===== src/rtl/mc_pkg.sv =====
// Shared encodings for the multicycle MIPS control sequencer: states, opcodes,
// and the datapath mux/ALU select codes.
package mc_pkg;

    typedef enum logic [3:0] {
        S_FETCH     = 4'd0,
        S_DECODE    = 4'd1,
        S_MEM_ADDR  = 4'd2,
        S_MEM_READ  = 4'd3,
        S_MEM_WB    = 4'd4,
        S_MEM_WRITE = 4'd5,
        S_EXECUTE   = 4'd6,
        S_R_WB      = 4'd7,
        S_BRANCH    = 4'd8,
        S_JUMP      = 4'd9,
        S_ADDI_EXEC = 4'd10,
        S_ADDI_WB   = 4'd11
    } state_e;

    localparam logic [5:0] OP_RTYPE = 6'b000000;
    localparam logic [5:0] OP_LW    = 6'b100011;
    localparam logic [5:0] OP_SW    = 6'b101011;
    localparam logic [5:0] OP_BEQ   = 6'b000100;
    localparam logic [5:0] OP_BNE   = 6'b000101;
    localparam logic [5:0] OP_J     = 6'b000010;
    localparam logic [5:0] OP_ADDI  = 6'b001000;

    localparam logic [1:0] ALU_B_REG = 2'b00;
    localparam logic [1:0] ALU_B_ONE = 2'b01;
    localparam logic [1:0] ALU_B_IMM = 2'b10;
    localparam logic [1:0] ALU_B_BR  = 2'b11;

    localparam logic [1:0] PC_SRC_ALU    = 2'b00;
    localparam logic [1:0] PC_SRC_ALUOUT = 2'b01;
    localparam logic [1:0] PC_SRC_JUMP   = 2'b10;

    localparam logic [1:0] ALU_ADD   = 2'b00;
    localparam logic [1:0] ALU_SUB   = 2'b01;
    localparam logic [1:0] ALU_FUNCT = 2'b10;

    // States whose exit back to FETCH retires an instruction.
    function automatic logic is_retire(state_e s);
        return s inside {S_MEM_WB, S_MEM_WRITE, S_R_WB, S_BRANCH, S_JUMP, S_ADDI_WB};
    endfunction

endpackage


===== src/rtl/multicycle_control_if.sv =====
// Control bus between the multicycle sequencer (master) and the datapath /
// memory side (slave).
interface multicycle_control_if #(parameter int STATE_W = 4);
    logic [5:0]         opcode;
    logic               mem_ready;
    logic               pc_write;
    logic               pc_write_cond_eq;
    logic               pc_write_cond_neq;
    logic [1:0]         pc_source;
    logic               i_or_d;
    logic               mem_read;
    logic               mem_write;
    logic               ir_write;
    logic               mem_to_reg;
    logic               reg_dst;
    logic               reg_write;
    logic               alu_src_a;
    logic [1:0]         alu_src_b;
    logic [1:0]         alu_op;
    logic [STATE_W-1:0] state;
    logic               err_illegal;
    logic               err_timeout;
    logic [31:0]        instr_count;

    modport master (
        input  opcode, mem_ready,
        output pc_write, pc_write_cond_eq, pc_write_cond_neq, pc_source, i_or_d,
               mem_read, mem_write, ir_write, mem_to_reg, reg_dst, reg_write,
               alu_src_a, alu_src_b, alu_op, state, err_illegal, err_timeout,
               instr_count
    );

    modport slave (
        output opcode, mem_ready,
        input  pc_write, pc_write_cond_eq, pc_write_cond_neq, pc_source, i_or_d,
               mem_read, mem_write, ir_write, mem_to_reg, reg_dst, reg_write,
               alu_src_a, alu_src_b, alu_op, state, err_illegal, err_timeout,
               instr_count
    );
endinterface


===== src/rtl/mc_wait_timer.sv =====
// Saturating count of memory-wait cycles in the current state, raising a
// sticky err_timeout once TIMEOUT_CYCLES is reached (0 disables it).
module mc_wait_timer #(
    parameter int TIMEOUT_CYCLES = 16
) (
    input  logic clk,
    input  logic rst,
    input  logic waiting,
    input  logic clear,
    output logic err_timeout
);
    localparam int CW = (TIMEOUT_CYCLES < 2) ? 1 : $clog2(TIMEOUT_CYCLES + 1);
    localparam logic [CW-1:0] LIMIT = CW'(TIMEOUT_CYCLES);
    localparam logic [CW-1:0] LAST  = (TIMEOUT_CYCLES == 0) ? '0 : CW'(TIMEOUT_CYCLES - 1);

    logic [CW-1:0] cnt;
    logic          counting;

    assign counting = waiting && (TIMEOUT_CYCLES != 0);

    always_ff @(posedge clk) begin
        if (rst) begin
            cnt         <= '0;
            err_timeout <= 1'b0;
        end else begin
            if (clear)
                cnt <= '0;
            else if (counting && cnt != LIMIT)
                cnt <= cnt + CW'(1);
            // The cycle that completes the LIMIT-th wait sets the flag.
            if (counting && cnt == LAST)
                err_timeout <= 1'b1;
        end
    end
endmodule


===== src/rtl/multicycle_control.sv =====
// Multicycle MIPS control FSM sharing one ALU and one memory port.
// Optional retired-instruction counter: define MC_INSTR_COUNT_EN.
module multicycle_control
    import mc_pkg::*;
#(
    parameter int TIMEOUT_CYCLES = 16,
    parameter int STATE_W        = 4
) (
    input  logic clk,
    input  logic rst,
    multicycle_control_if.master bus
);
    state_e st, nxt;
    logic   legal, waiting, err_q;

    assign legal = bus.opcode inside {OP_RTYPE, OP_LW, OP_SW, OP_BEQ, OP_BNE, OP_J, OP_ADDI};

    always_ff @(posedge clk) begin
        if (rst) st <= S_FETCH;
        else     st <= nxt;
    end

    always_comb begin
        nxt = S_FETCH;
        unique case (st)
            S_FETCH:     nxt = bus.mem_ready ? S_DECODE : S_FETCH;
            S_DECODE: begin
                unique case (bus.opcode)
                    OP_LW, OP_SW:   nxt = S_MEM_ADDR;
                    OP_RTYPE:       nxt = S_EXECUTE;
                    OP_BEQ, OP_BNE: nxt = S_BRANCH;
                    OP_J:           nxt = S_JUMP;
                    OP_ADDI:        nxt = S_ADDI_EXEC;
                    default:        nxt = S_FETCH;
                endcase
            end
            S_MEM_ADDR:  nxt = (bus.opcode == OP_LW) ? S_MEM_READ :
                               (bus.opcode == OP_SW) ? S_MEM_WRITE : S_FETCH;
            S_MEM_READ:  nxt = bus.mem_ready ? S_MEM_WB : S_MEM_READ;
            S_MEM_WRITE: nxt = bus.mem_ready ? S_FETCH : S_MEM_WRITE;
            S_EXECUTE:   nxt = S_R_WB;
            S_ADDI_EXEC: nxt = S_ADDI_WB;
            default:     nxt = S_FETCH;
        endcase
    end

    always_comb begin
        bus.pc_write          = 1'b0;
        bus.pc_write_cond_eq  = 1'b0;
        bus.pc_write_cond_neq = 1'b0;
        bus.pc_source         = PC_SRC_ALU;
        bus.i_or_d            = 1'b0;
        bus.mem_read          = 1'b0;
        bus.mem_write         = 1'b0;
        bus.ir_write          = 1'b0;
        bus.mem_to_reg        = 1'b0;
        bus.reg_dst           = 1'b0;
        bus.reg_write         = 1'b0;
        bus.alu_src_a         = 1'b0;
        bus.alu_src_b         = ALU_B_REG;
        bus.alu_op            = ALU_ADD;
        bus.err_illegal       = 1'b0;
        // Reset masks every strobe so an aborted store never writes.
        if (!rst) begin
            unique case (st)
                S_FETCH: begin
                    bus.mem_read  = 1'b1;
                    bus.alu_src_b = ALU_B_ONE;
                    bus.ir_write  = bus.mem_ready;
                    bus.pc_write  = bus.mem_ready;
                end
                S_DECODE: begin
                    bus.alu_src_b   = ALU_B_BR;
                    bus.err_illegal = !legal;
                end
                S_MEM_ADDR, S_ADDI_EXEC: begin
                    bus.alu_src_a = 1'b1;
                    bus.alu_src_b = ALU_B_IMM;
                end
                S_MEM_READ: begin
                    bus.mem_read = 1'b1;
                    bus.i_or_d   = 1'b1;
                end
                S_MEM_WB: begin
                    bus.reg_write  = 1'b1;
                    bus.mem_to_reg = 1'b1;
                end
                S_MEM_WRITE: begin
                    bus.mem_write = 1'b1;
                    bus.i_or_d    = 1'b1;
                end
                S_EXECUTE: begin
                    bus.alu_src_a = 1'b1;
                    bus.alu_op    = ALU_FUNCT;
                end
                S_R_WB: begin
                    bus.reg_write = 1'b1;
                    bus.reg_dst   = 1'b1;
                end
                S_BRANCH: begin
                    bus.alu_src_a         = 1'b1;
                    bus.alu_op            = ALU_SUB;
                    bus.pc_source         = PC_SRC_ALUOUT;
                    bus.pc_write_cond_eq  = (bus.opcode == OP_BEQ);
                    bus.pc_write_cond_neq = (bus.opcode == OP_BNE);
                end
                S_JUMP: begin
                    bus.pc_write  = 1'b1;
                    bus.pc_source = PC_SRC_JUMP;
                end
                S_ADDI_WB:   bus.reg_write = 1'b1;
                default: ;
            endcase
        end
    end

    assign waiting = (st inside {S_FETCH, S_MEM_READ, S_MEM_WRITE}) && !bus.mem_ready;

    mc_wait_timer #(.TIMEOUT_CYCLES(TIMEOUT_CYCLES)) u_wait_timer (
        .clk         (clk),
        .rst         (rst),
        .waiting     (waiting),
        .clear       (nxt != st),
        .err_timeout (err_q)
    );

    assign bus.err_timeout = err_q && !rst;
    assign bus.state       = STATE_W'(st);

`ifdef MC_INSTR_COUNT_EN
    logic [31:0] icnt;
    always_ff @(posedge clk) begin
        if (rst)
            icnt <= '0;
        else if (nxt == S_FETCH && is_retire(st))
            icnt <= icnt + 32'd1;
    end
    assign bus.instr_count = rst ? '0 : icnt;
`else
    assign bus.instr_count = '0;
`endif
endmodule


===== src/flat_wrapper.sv =====
// flat-port wrapper written by rule: the top's interface ports become plain ports
module multicycle_control_flat import mc_pkg::*;
#(
    parameter int TIMEOUT_CYCLES = 16,
    parameter int STATE_W        = 4
)
  (clk, rst, bus_opcode, bus_mem_ready, bus_pc_write, bus_pc_write_cond_eq, bus_pc_write_cond_neq, bus_pc_source, bus_i_or_d, bus_mem_read, bus_mem_write, bus_ir_write, bus_mem_to_reg, bus_reg_dst, bus_reg_write, bus_alu_src_a, bus_alu_src_b, bus_alu_op, bus_state, bus_err_illegal, bus_err_timeout, bus_instr_count);
  multicycle_control_if #(.STATE_W(STATE_W)) bus_i ();
  input  logic clk;
  input  logic rst;
  input wire logic [$bits(bus_i.opcode)-1:0] bus_opcode;
  input wire logic [$bits(bus_i.mem_ready)-1:0] bus_mem_ready;
  output wire logic [$bits(bus_i.pc_write)-1:0] bus_pc_write;
  output wire logic [$bits(bus_i.pc_write_cond_eq)-1:0] bus_pc_write_cond_eq;
  output wire logic [$bits(bus_i.pc_write_cond_neq)-1:0] bus_pc_write_cond_neq;
  output wire logic [$bits(bus_i.pc_source)-1:0] bus_pc_source;
  output wire logic [$bits(bus_i.i_or_d)-1:0] bus_i_or_d;
  output wire logic [$bits(bus_i.mem_read)-1:0] bus_mem_read;
  output wire logic [$bits(bus_i.mem_write)-1:0] bus_mem_write;
  output wire logic [$bits(bus_i.ir_write)-1:0] bus_ir_write;
  output wire logic [$bits(bus_i.mem_to_reg)-1:0] bus_mem_to_reg;
  output wire logic [$bits(bus_i.reg_dst)-1:0] bus_reg_dst;
  output wire logic [$bits(bus_i.reg_write)-1:0] bus_reg_write;
  output wire logic [$bits(bus_i.alu_src_a)-1:0] bus_alu_src_a;
  output wire logic [$bits(bus_i.alu_src_b)-1:0] bus_alu_src_b;
  output wire logic [$bits(bus_i.alu_op)-1:0] bus_alu_op;
  output wire logic [$bits(bus_i.state)-1:0] bus_state;
  output wire logic [$bits(bus_i.err_illegal)-1:0] bus_err_illegal;
  output wire logic [$bits(bus_i.err_timeout)-1:0] bus_err_timeout;
  output wire logic [$bits(bus_i.instr_count)-1:0] bus_instr_count;
  assign bus_i.opcode = bus_opcode;
  assign bus_i.mem_ready = bus_mem_ready;
  assign bus_pc_write = bus_i.pc_write;
  assign bus_pc_write_cond_eq = bus_i.pc_write_cond_eq;
  assign bus_pc_write_cond_neq = bus_i.pc_write_cond_neq;
  assign bus_pc_source = bus_i.pc_source;
  assign bus_i_or_d = bus_i.i_or_d;
  assign bus_mem_read = bus_i.mem_read;
  assign bus_mem_write = bus_i.mem_write;
  assign bus_ir_write = bus_i.ir_write;
  assign bus_mem_to_reg = bus_i.mem_to_reg;
  assign bus_reg_dst = bus_i.reg_dst;
  assign bus_reg_write = bus_i.reg_write;
  assign bus_alu_src_a = bus_i.alu_src_a;
  assign bus_alu_src_b = bus_i.alu_src_b;
  assign bus_alu_op = bus_i.alu_op;
  assign bus_state = bus_i.state;
  assign bus_err_illegal = bus_i.err_illegal;
  assign bus_err_timeout = bus_i.err_timeout;
  assign bus_instr_count = bus_i.instr_count;
  multicycle_control #(.TIMEOUT_CYCLES(TIMEOUT_CYCLES), .STATE_W(STATE_W)) u_core (.clk(clk), .rst(rst), .bus(bus_i));
endmodule

===== config.mk =====
export PLATFORM = sky130hd
export DESIGN_NAME = multicycle_control_flat
export DESIGN_NICKNAME = d
export VERILOG_FILES = /design/src/rtl/mc_pkg.sv /design/src/rtl/multicycle_control_if.sv /design/src/rtl/mc_wait_timer.sv /design/src/rtl/multicycle_control.sv /design/src/flat_wrapper.sv
export SDC_FILE = /design/constraint.sdc
export NUM_CORES = 1
export LEC_CHECK = 0
export ABC_AREA = 1
export BUFFER_PORTS_ARGS = -buffer_cell sky130_fd_sc_hd__buf_2
export CAP_MARGIN = 20
export CORE_ASPECT_RATIO = 1.2
export CORE_UTILIZATION = 30
export CTS_CLUSTER_DIAMETER = 120
export DETAILED_ROUTE_END_ITERATION = 8
export HOLD_SLACK_MARGIN = 0.02
export PLACE_DENSITY = 0.61
export SLEW_MARGIN = 10
export SYNTH_ARGS = -nofsm -noshare
export SYNTH_HDL_FRONTEND = slang
export SYNTH_SLANG_ARGS = --single-unit

===== constraint.sdc =====
create_clock -name clk -period 1.44 [get_ports clk]
set_clock_uncertainty 0.15 [all_clocks]
set_input_delay 0.072 -clock clk [delete_from_list [all_inputs] [get_ports clk]]
set_output_delay 0.072 -clock clk [all_outputs]
set_load 0.01 [all_outputs]

==> out/qor.json, run 1 <==
{
  "overflow": 0,
  "grt_antenna_before_repair": 0,
  "starting_density_of_the_core_pct": 32.3,
  "drive_above_1_share_pct": 45.3,
  "hold-worst-slack_ns": 0.0936,
  "dp.cells": 272,
  "clock_tree_from_tritoncts": "done",
  "route.detailed.drc": 6,
  "die_height_um": 68.8,
  "final_cell_count_no_fill": 282,
  "clk_pin_slew_worst_paths_ns": 0.05,
  "dr_total_vias": 1287,
  "path_delay_family": "simple AND/OR/NAND/NOR gates",
  "power_mw": 0.776,
  "io_buffers": 31,
  "final_antenna_net_count": 0,
  "synth_cells": 184,
  "timing.max_cap.violations": 0,
  "pre_repair_dr_iteration_count": 8,
  "cts.sink_count": 10,
  "final_estimated_routing_congestion_in_global_placement": 0.870,
  "critPathArrivalTime_ns": 1.33,
  "yosys.area_share.simple_pct": 39.5,
  "vias_per_cell": 4.56,
  "timing_max_transition_violations_final": 0,
  "vias_in_the_first_global_route": 1066,
  "synth.avg_cell_area_um2": 6.06,
  "critPathLaunchType": "register",
  "report.final.setup_viol": 8,
  "grt_setup_unrepaired": "true",
  "final.setup.tns_ns": -0.327,
  "yosys.area_share.xor_xnor_pct": 0.786,
  "standard_cell_row_count": 23,
  "grt_pass1_wl_um": 4370,
  "crit_path_cell_trace": "inv_4, nand2_4, nor3_2, o21ai_1, nor3_1, buf_2",
  "ys_ff_latch": 10,
  "setup_ws_ns": -0.117,
  "clockRootBuffer": "sky130_fd_sc_hd__clkbuf_8",
  "postRouteWirelength_um": 3060,
  "die_w_um": 57.7,
  "failed_checks": "design-rule violations, negative setup slack",
  "cp_slowest_stage_delay_ns": 0.37,
  "critical_path_peak_fanout": 6,
  "cellLeakagePower_nw": 0.870,
  "mappedNetlistArea_mm2": 0.00111,
  "cts_buffer_depth": 2,
  "dominant_combinational_cell_family_by_area_after_synthesis": "simple AND/OR/NAND/NOR gates",
  "design.die.area_mm2": 0.00397,
  "synth_fa_ha_area_share_pct": 3.37,
  "largest_net_degree_at_the_start_of_global_routing": 14,
  "htree_levels": 1,
  "area_delta_synth_final_pct": 52.1,
  "avgRoutedWirePerCell_um": 10.8,
  "drt_iter0_markers": 58,
  "netlist-cell-type-count": 24,
  "finalNetCount": 259,
  "layout.core_utilization_pct": 49.1,
  "outcome": "finished, violations left",
  "cts_hold_repair.buffers": 0,
  "power_density_mw_per_mm2": 458,
  "cts_made_buffers": 3,
  "complex_gate_fraction_of_the_synthesized_area_pct": 8.31,
  "critical_path.n_buffers_inverters": 2,
  "layout_min_cycle_time_ns": 1.56,
  "fin_crit_sh_pct": 108,
  "core_area_mm2": 0.00345,
  "cpMaxStageDelayCell": "sky130_fd_sc_hd__dfxtp_4",
  "maximum_vdd_ir_drop_mv": 0.344,
  "timing.final.hold_violations": 0,
  "synth_seq_area_share_pct": 18.0,
  "worst-endpoint-required_ns": 1.22,
  "synthesis.yosys.warnings": 0,
  "post_synth_mux_area_share_pct": 0,
  "worstSetupEndpointType": "output pin",
  "max_freq_mhz": 642,
  "crit_type": "reg2out",
  "num_antenna_cells": 0,
  "holdCritPathClass": "in2reg",
  "clkLatencyLatePin_ns": 0.23,
  "track_usage_pct": 14.5,
  "io-pin-count": 64,
  "hpwlAfterDp_um": 2300
}
==> sequential cells by signal (all words and copies together) (netlist names) <==
signal / count
u_core.bus.state: 4
u_core.u_wait_timer.cnt: 5
u_core.u_wait_timer.err_timeout: 1
==> power breakdown <==
part | internal [mW] | switching [mW]
Combinational | 0.0668 | 0.137
Clock | 0.183 | 0.107
Sequential | 0.273 | 0.00830
Total | 0.523 | 0.253
==> metal layers <==
metal / global-route usage [%] / routed length, um
met1: 15.5 / 1230
met3: 1.31 / 172
met5: 0 / 0
met4: 6.25 / 78
met2: 28.8 / 1580
==> timing repair <==
| item | 4_1_cts | 5_1_grt |
|---|---|---|
| endpoints found under the setup margin | 20 | 21 |
| buffers inserted | 1 | 6 |
| pin swaps | 2 | 10 |
| resized for setup | 22 | 50 |
==> worst paths after layout <==
| path | from | to | slack [ns] | depth (start not counted) |
|---|---|---|---|---|
| max reg2reg | u_core.u_wait_timer.cnt[0] | u_core.u_wait_timer.cnt[2] | 0.04 | 6 |
| min | bus_opcode[2] | u_core.bus.state[1] | 0.09 | 4 |
| min reg2reg | u_core.u_wait_timer.err_timeout | u_core.u_wait_timer.err_timeout | 0.30 | 2 |
| max | u_core.bus.state[1] | bus_err_illegal | -0.12 | 6 |
==> Yosys cell counts <==
| cell | n | area, um2 |
|---|---|---|
| sky130_fd_sc_hd__inv_2 | 2 | 7.51 |
| sky130_fd_sc_hd__nor2_1 | 31 | 116 |
| sky130_fd_sc_hd__o21ai_0 | 1 | 5.00 |
| sky130_fd_sc_hd__clkbuf_1 | 1 | 3.75 |
| sky130_fd_sc_hd__nor3_1 | 4 | 20.0 |
| sky130_fd_sc_hd__xor2_1 | 1 | 8.76 |
| sky130_fd_sc_hd__inv_1 | 20 | 75.1 |
| sky130_fd_sc_hd__conb_1 | 1 | 3.75 |
| sky130_fd_sc_hd__nand2_2 | 1 | 6.26 |
| sky130_fd_sc_hd__nand3_4 | 1 | 17.5 |
| sky130_fd_sc_hd__nand4_1 | 9 | 56.3 |
| sky130_fd_sc_hd__a21oi_1 | 13 | 65.1 |
| sky130_fd_sc_hd__a31o_2 | 1 | 8.76 |
| sky130_fd_sc_hd__nor2_2 | 1 | 6.26 |
| sky130_fd_sc_hd__o22ai_1 | 1 | 6.26 |
| sky130_fd_sc_hd__buf_4 | 32 | 240 |
| sky130_fd_sc_hd__dfxtp_1 | 10 | 200 |
| sky130_fd_sc_hd__nand3_1 | 15 | 75.1 |
| sky130_fd_sc_hd__o211ai_1 | 1 | 7.51 |
| sky130_fd_sc_hd__ha_1 | 3 | 37.5 |
| sky130_fd_sc_hd__buf_2 | 1 | 5.00 |
| sky130_fd_sc_hd__nand2_1 | 31 | 116 |
| sky130_fd_sc_hd__nor4_1 | 1 | 6.26 |
| sky130_fd_sc_hd__nand3_2 | 2 | 20.0 |
==> kinds of logic after synthesis <==
kind of cell | count (synthesis)
AND/OR/NAND/NOR | 96
other | 1
adder cells (fa/ha/maj) | 3
buffers and inverters | 56
AO/OA/AOI/OAI | 17
XOR/XNOR | 1
flip-flops | 10
==> layout by cell type, fill, tap and decap left out, drive strengths merged <==
cell type  synthesis  final
buf               33     61
conb               1     32
nor2              32     32
nand2             32     32
inv               22     22
nand3             18     18
a21oi             13     13
dfxtp             10     10
nand4              9      9
nor3               4      4
clkbuf             1      3
ha                 3      3
o21ai              1      1
a31o               1      1
nor4               1      1
o22ai              1      1
o211ai             1      1
xor2               1      1
==> worst reg2reg max path, stage by stage (launching register included) <==
cell                      delay, ns
sky130_fd_sc_hd__dfxtp_4       0.37
sky130_fd_sc_hd__inv_1         0.06
sky130_fd_sc_hd__ha_1          0.20
sky130_fd_sc_hd__nand3_1       0.14
sky130_fd_sc_hd__buf_4         0.15
sky130_fd_sc_hd__nand4_1       0.09
sky130_fd_sc_hd__a21oi_1       0.17
==> metrics by stage <==
step	setup WS [ns]	instance area, um2
floorplan	0.0242	1240
global placement	-0.0152	1360
detailed placement	-0.0298	1360
CTS	-0.121	1460
global route	-0.177	1700
finish	-0.117	1700
==> area by class of cell <==
class | instances | area, um2
multi-input combinational | 149 | 875
fill | 347 | 1760
timing repair buffer | 61 | 418
clock buffer | 3 | 41.3
sequential | 10 | 223
inverter | 22 | 92.6
tap | 37 | 46.3
Note: power is estimated with default switching activity, not from simulation.
==> inputs of run 2 (changes only) <==
--- a/config.mk
+++ b/config.mk
@@ -17,4 +17,5 @@
 export SLEW_MARGIN = 10
 export SYNTH_ARGS = -nofsm -noshare
 export SYNTH_HDL_FRONTEND = slang
+export SYNTH_HIERARCHICAL = 1
 export SYNTH_SLANG_ARGS = --single-unit
==> run 2 against run 1 <==
Highest routed layer unchanged; synthesized cell count up 2.7%; via count down 1.9%; first-iteration DRC count down 40%; non-clock buffer count down 2; clock power up 4%; the run still ends with design-rule violations, negative setup slack left; sequential cell count unchanged; setup slack better by 0.017 ns; largest cell class unchanged; critical endpoint unchanged; critical path depth down 1; register-to-register slack worse by 0.06 ns; largest power group unchanged; power up 8.1%; wire length down 9.0%.
==> out/qor.json, run 2 <==
{
  "multiInputGateArea_um2": 883,
  "route.detailed.drc": 6,
  "critPathArrivalTime_ns": 1.32,
  "cellLeakagePower_nw": 0.911,
  "hold_start": "bus_opcode[2]",
  "critPathLaunchType": "register",
  "holdCritPathClass": "in2reg",
  "mappedNetlistArea_mm2": 0.00111,
  "die_w_um": 57.6,
  "cts_made_buffers": 3,
  "largest_reg_flops": 5,
  "ys_ff_latch": 10,
  "standard_cell_row_count": 23,
  "die_height_um": 68.7,
  "starting_density_of_the_core_pct": 32.4,
  "avgRoutedWirePerCell_um": 9.76,
  "regMostFlops": "u_core/u_wait_timer/cnt",
  "holdPathEnd": "u_core/bus.state[1]",
  "pre_repair_dr_iteration_count": 6,
  "timing.hold.worst_path_depth": 4,
  "yosysTopAreaCell": "sky130_fd_sc_hd__buf_4",
  "mostFrequentLayoutCell": "sky130_fd_sc_hd__conb_1",
  "placedInstanceArea_mm2": 0.00139,
  "grt_setup_unrepaired": "true",
  "final_estimated_routing_congestion_in_global_placement": 0.829,
  "layout_min_cycle_time_ns": 1.54,
  "r2r-end": "u_core/u_wait_timer/cnt[4]",
  "maximum_vdd_ir_drop_mv": 0.391,
  "top_library_cells_by_usage_in_the_layout_fill_and_taps_aside": "32 x sky130_fd_sc_hd__conb_1, 28 x sky130_fd_sc_hd__buf_2, 27 x sky130_fd_sc_hd__nand2_1",
  "netlist-cell-type-count": 24,
  "final_antenna_net_count": 0,
  "hpwlAfterDp_um": 2110,
  "place_ws_ns": -0.146,
  "timing_max_transition_violations_final": 0,
  "setup_ws_ns": -0.0997,
  "r2r.worst_path.cells": 11,
  "synth.avg_cell_area_um2": 5.88,
  "core_area_mm2": 0.00342,
  "largest_net_degree_at_the_start_of_global_routing": 14,
  "cts_hold_repair.buffers": 0,
  "final.fill_count": 354,
  "synth_cells": 189,
  "proportion_of_register_bits_with_asynchronous_set_or_reset_after_synthesis_pct": 0,
  "vias_in_the_first_global_route": 1049,
  "report.final.setup_viol": 14,
  "cts_buffer_depth": 2,
  "drive_above_1_share_pct": 45.6,
  "power_density_mw_per_mm2": 486,
  "design.die.area_mm2": 0.00395,
  "synth.top_cells.by_area": "sky130_fd_sc_hd__buf_4 22%, sky130_fd_sc_hd__dfxtp_1 18%, sky130_fd_sc_hd__nand2_1 12%",
  "final.setup.tns_ns": -0.610,
  "critical_path_peak_fanout": 5,
  "io_buffers": 31,
  "ys.flop_type": "sky130_fd_sc_hd__dfxtp_1",
  "synth_enable_flop_cells": 0,
  "clock_tree_from_tritoncts": "done",
  "timing.final.hold_violations": 0,
  "failed_checks": "design-rule violations, negative setup slack",
  "finalNetCount": 261,
  "grt_antenna_before_repair": 0,
  "area_of_all_sequential_standard_cells_um2": 215,
  "max_freq_mhz": 649,
  "worst-endpoint-required_ns": 1.22,
  "power_mw": 0.839,
  "clkLatencyLatePin_ns": 0.24,
  "fin_area_mm2": 0.00173,
  "track_usage_pct": 14.1,
  "synth_seq_area_share_pct": 18.0,
  "clk_pin_slew_worst_paths_ns": 0.05,
  "timing.max_cap.violations": 0,
  "overflow": 0,
  "rr_startpoint": "u_core/bus.state[2]",
  "clockRootBuffer": "sky130_fd_sc_hd__clkbuf_8",
  "grt_pass1_wl_um": 4240,
  "outcome": "finished, violations left",
  "drt_iter0_markers": 35,
  "netlist_top_cells_count": "36 x sky130_fd_sc_hd__nand2_1, 33 x sky130_fd_sc_hd__buf_4, 33 x sky130_fd_sc_hd__nor2_1, 24 x sky130_fd_sc_hd__inv_1, 17 x sky130_fd_sc_hd__nand3_1",
  "vias_per_cell": 4.43,
  "regToRegSetupSlack_ns": -0.02,
  "yosysTopAreaCellShare_pct": 22.3,
  "area_delta_synth_final_pct": 55.4,
  "htree_levels": 1,
  "worst_setup_path_startpoint": "u_core/bus.state[1]",
  "postRouteWirelength_um": 2780,
  "io-pin-count": 64,
  "crit_type": "reg2out",
  "num_antenna_cells": 0,
  "post-synth-top-count-cell": "sky130_fd_sc_hd__nand2_1",
  "synthesis.yosys.warnings": 6,
  "fin_crit_sh_pct": 107,
  "cts.sink_count": 10,
  "dr_total_vias": 1263,
  "worstSetupEndpointType": "output pin"
}
## run 2: cell types whose count changed after synthesis, moves of 3 or more
cell | before | now
sky130_fd_sc_hd__a21oi_1 | 13 | 9
sky130_fd_sc_hd__nand2_1 | 31 | 36
sky130_fd_sc_hd__nand2_2 | 1 | 4
sky130_fd_sc_hd__inv_1 | 20 | 24
sky130_fd_sc_hd__nand4_1 | 9 | 2
## run 2: metrics by stage
stage	utilization, %	hold WS [ns]	cells
CTS	45.3	0.0235	283
detailed placement	40.7	0.283	275
finish	50.4	0.0272	285
global route	50.4	0.0422	285
global placement	40.7	0.283	275
floorplan	-	-0.00562	220
## run 2: kinds of logic after synthesis
logic type	count (synthesis)	synth area share [%]
AOI/OAI and AO/OA	15	7.66
adders and majority gates	3	3.38
buffers and inverters	60	32.1
other	1	0.338
DFF	10	18.0
and+or+nand+nor	100	38.5
## run 2: final cells by class
type / instances / share of cell area (%)
sequential: 10 / 12.5
inverter: 25 / 6.45
multi-input combinational: 150 / 51.2
clock inverter: 1 / 0.217
timing repair buffer: 59 / 24.6
clock buffer: 3 / 2.39
tap: 37 / 2.68
## run 2: repair_timing
action,in CTS,in global routing
endpoints found under the setup margin,22,27
pin swaps,7,14
buffers inserted,5,5
gates resized for setup,27,36
## run 2: how the worst max path moves through the flow
stage / endpoint / depth (start not counted)
finish: bus_err_illegal / 5
floorplan: u_core/u_wait_timer/cnt[3] / 13
global placement: u_core/u_wait_timer/cnt[2] / 8
CTS: bus_alu_src_b[1] / 6
global route: bus_err_illegal / 5
detailed placement: u_core/u_wait_timer/cnt[3] / 10
## run 2: worst max-delay path, cell delays in order (launching register included)
cell and delay, ns:
sky130_fd_sc_hd__dfxtp_4 0.37, sky130_fd_sc_hd__buf_6 0.12, sky130_fd_sc_hd__nor3_4 0.21, sky130_fd_sc_hd__nand2_2 0.10
sky130_fd_sc_hd__nor3_2 0.12, sky130_fd_sc_hd__buf_2 0.15
## run 2: where the power goes
group	switching (mW)	internal, mW	total, mW
Clock	0.116	0.187	0.303
Sequential	0.00872	0.277	0.286
Combinational	0.154	0.0964	0.250
Total	0.278	0.561	0.839
## run 2: metal layers
metal | share of wire (%) | GRT usage, % | up-vias
li1 | - | - | 646
met1 | 37 | 13.8 | 566
met2 | 55 | 27.2 | 44
met3 | 5.3 | 3.54 | 7
met4 | 2.1 | 7.62 | 0
met5 | 0 | 0 | -
==> inputs of run 3 (changes only) <==
--- a/config.mk
+++ b/config.mk
@@ -12,7 +12,7 @@
 export CORE_UTILIZATION = 30
 export CTS_CLUSTER_DIAMETER = 120
 export DETAILED_ROUTE_END_ITERATION = 8
-export HOLD_SLACK_MARGIN = 0.02
+export HOLD_SLACK_MARGIN = 0.08
 export PLACE_DENSITY = 0.61
 export SLEW_MARGIN = 10
 export SYNTH_ARGS = -nofsm -noshare
==> run 3 against run 2 <==
The run still ends with design-rule violations, negative setup slack left; count of clock-buffer cells in the layout is the same; clock power is essentially flat; power grew 0.52%; fmax grew 0.19%; non-clock buffer count grew 2; via count grew 0.24%; cell area grew 1.2%; first-iteration DRC count is the same; sequential power is essentially flat; critical path depth is the same; critical path type unchanged; largest power group unchanged.
==> out/qor.json, run 3 (same netlist as run 2, synthesis figures left out) <==
{
  "outcome": "finished, violations left",
  "failed_checks": "design-rule violations, negative setup slack",
  "standard_cell_row_count": 23,
  "path_delay_family": "simple AND/OR/NAND/NOR gates",
  "cts.sink_count": 10,
  "cts_buffer_depth": 2,
  "maximum_vdd_ir_drop_mv": 0.391,
  "hpwlAfterDp_um": 2110,
  "io-pin-count": 64,
  "hold-worst-slack_ns": 0.0901,
  "overflow": 0,
  "regMostFlops": "u_core/u_wait_timer/cnt",
  "final_estimated_routing_congestion_in_global_placement": 0.829,
  "postRouteWirelength_um": 2820,
  "critPathArrivalTime_ns": 1.31,
  "vias_in_the_first_global_route": 1058,
  "layout_min_cycle_time_ns": 1.54,
  "dp.cells": 275,
  "finalNetCount": 263,
  "timing.final.hold_violations": 0,
  "io_buffers": 31,
  "dr_total_vias": 1266,
  "largest_net_degree_at_the_start_of_global_routing": 14,
  "avgRoutedWirePerCell_um": 9.83,
  "area_delta_synth_final_pct": 57.2,
  "drive_above_1_share_pct": 45.2,
  "max_freq_mhz": 651,
  "cpMaxStageDelayCell": "sky130_fd_sc_hd__dfxtp_4",
  "clockRootBuffer": "sky130_fd_sc_hd__clkbuf_8",
  "starting_density_of_the_core_pct": 32.4,
  "grt_pass1_wl_um": 4250,
  "critPathLaunchType": "register",
  "final_antenna_net_count": 0,
  "r2r.worst_path.cells": 10,
  "power_density_mw_per_mm2": 483,
  "crit_cells": 5,
  "cts_made_buffers": 3,
  "grt_antenna_before_repair": 0,
  "final_cell_count_no_fill": 287,
  "setup_ws_ns": -0.0969,
  "worst-endpoint-required_ns": 1.22,
  "design.die.area_mm2": 0.00395,
  "worstSetupEndpointType": "output pin",
  "grt.busiest_layer": "met2",
  "global_route.usage.met2_pct": 27.2,
  "drt_iter0_markers": 35,
  "crit_type": "reg2out",
  "largest_reg_flops": 5,
  "timing_max_transition_violations_final": 0,
  "holdCritPathClass": "in2reg",
  "clkLatencyLatePin_ns": 0.24,
  "core_area_mm2": 0.00342,
  "mostFrequentLayoutCell": "sky130_fd_sc_hd__conb_1",
  "cellLeakagePower_nw": 0.919,
  "layout.core_utilization_pct": 51.0,
  "top_library_cells_by_usage_in_the_layout_fill_and_taps_aside": "32 x sky130_fd_sc_hd__conb_1, 28 x sky130_fd_sc_hd__buf_2, 27 x sky130_fd_sc_hd__nand2_1",
  "fin_crit_sh_pct": 107,
  "rr_startpoint": "u_core/bus.state[1]",
  "clk_pin_slew_worst_paths_ns": 0.05,
  "die_height_um": 68.7,
  "num_antenna_cells": 0,
  "route.detailed.drc": 6,
  "power_mw": 0.843,
  "pre_repair_dr_iteration_count": 7,
  "cp_slowest_stage_delay_ns": 0.37,
  "grt_setup_unrepaired": "true",
  "track_usage_pct": 14.1,
  "worst_setup_path_startpoint": "u_core/bus.state[1]",
  "endpoint": "bus_err_illegal",
  "r2r-end": "u_core/u_wait_timer/cnt[4]",
  "die_w_um": 57.6,
  "crit_path_cell_trace": "buf_6, nor3_4, nand2_2, nor3_2, buf_2",
  "final.fill_count": 350,
  "gr-usage-met3_pct": 3.54,
  "timing.max_cap.violations": 0,
  "critical_path_peak_fanout": 5,
  "report.final.setup_viol": 14,
  "critical_path.n_buffers_inverters": 2,
  "clock_tree_from_tritoncts": "done",
  "htree_levels": 1,
  "regToRegSetupSlack_ns": -0.02,
  "gr-usage-met1_pct": 13.9,
  "vias_per_cell": 4.41
}
[run 3: timing repair]
item / in CTS / in global routing
setup endpoints to repair: 22 / 27
endpoints found under the hold margin: 2 / 0
gates resized for setup: 27 / 36
hold buffers: 2 / 0
pin swaps: 7 / 14
setup buffers: 5 / 5
[run 3: worst min path at each step]
stage	startpoint	endpoint	slack (ns)	depth (start not counted)
CTS	bus_opcode[5]	u_core/bus.state[1]	0.12	5
detailed placement	bus_opcode[2]	u_core/bus.state[1]	0.28	4
global placement	bus_opcode[2]	u_core/bus.state[1]	0.28	4
global route	bus_opcode[4]	u_core/bus.state[1]	0.12	6
finish	bus_opcode[4]	u_core/bus.state[1]	0.09	6
floorplan	rst	u_core/u_wait_timer/err_timeout	-0.006	1
[run 3: power breakdown]
part	internal [mW]	switching (mW)	leakage (nW)
logic	0.100	0.154	0.812
clock network	0.187	0.116	0.0231
registers	0.277	0.00874	0.0841
total	0.565	0.279	0.919
[run 3: layout make-up]
| cell class | instances | area (um2) | area share (%) |
|---|---|---|---|
| clock inverter | 1 | 3.75 | 0.215 |
| sequential | 10 | 215 | 12.3 |
| tap | 37 | 46.3 | 2.65 |
| multi-input combinational | 150 | 883 | 50.6 |
| timing repair buffer | 61 | 445 | 25.5 |
| inverter | 25 | 111 | 6.38 |
| clock buffer | 3 | 41.3 | 2.36 |
[run 3: tightest hold or removal path: stages]
cell	delay, ns
sky130_fd_sc_hd__buf_2	0.09
sky130_fd_sc_hd__nor2_2	0.06
sky130_fd_sc_hd__nand2_1	0.05
sky130_fd_sc_hd__nand2_1	0.05
sky130_fd_sc_hd__nand3_1	0.06
sky130_fd_sc_hd__a21oi_1	0.05
[run 3: per-stage QoR]
| stage | setup TNS (ns) | setup WS, ns | cell area, um2 |
|---|---|---|---|
| 5_1_grt | -1.98 | -0.159 | 1750 |
| 2_1_floorplan | -0.128 | -0.0569 | 1290 |
| 3_3_place_gp | -0.775 | -0.159 | 1390 |
| 6_report | -0.630 | -0.0969 | 1750 |
| 3_5_place_dp | -0.784 | -0.146 | 1390 |
| 4_1_cts | -0.962 | -0.124 | 1570 |
[run 3: per-layer routing]
layer	vias to the layer above	share of wire [%]
met4	0	2.1
li1	649	-
met1	566	36
met2	44	56
met3	7	5.9
met5	-	0
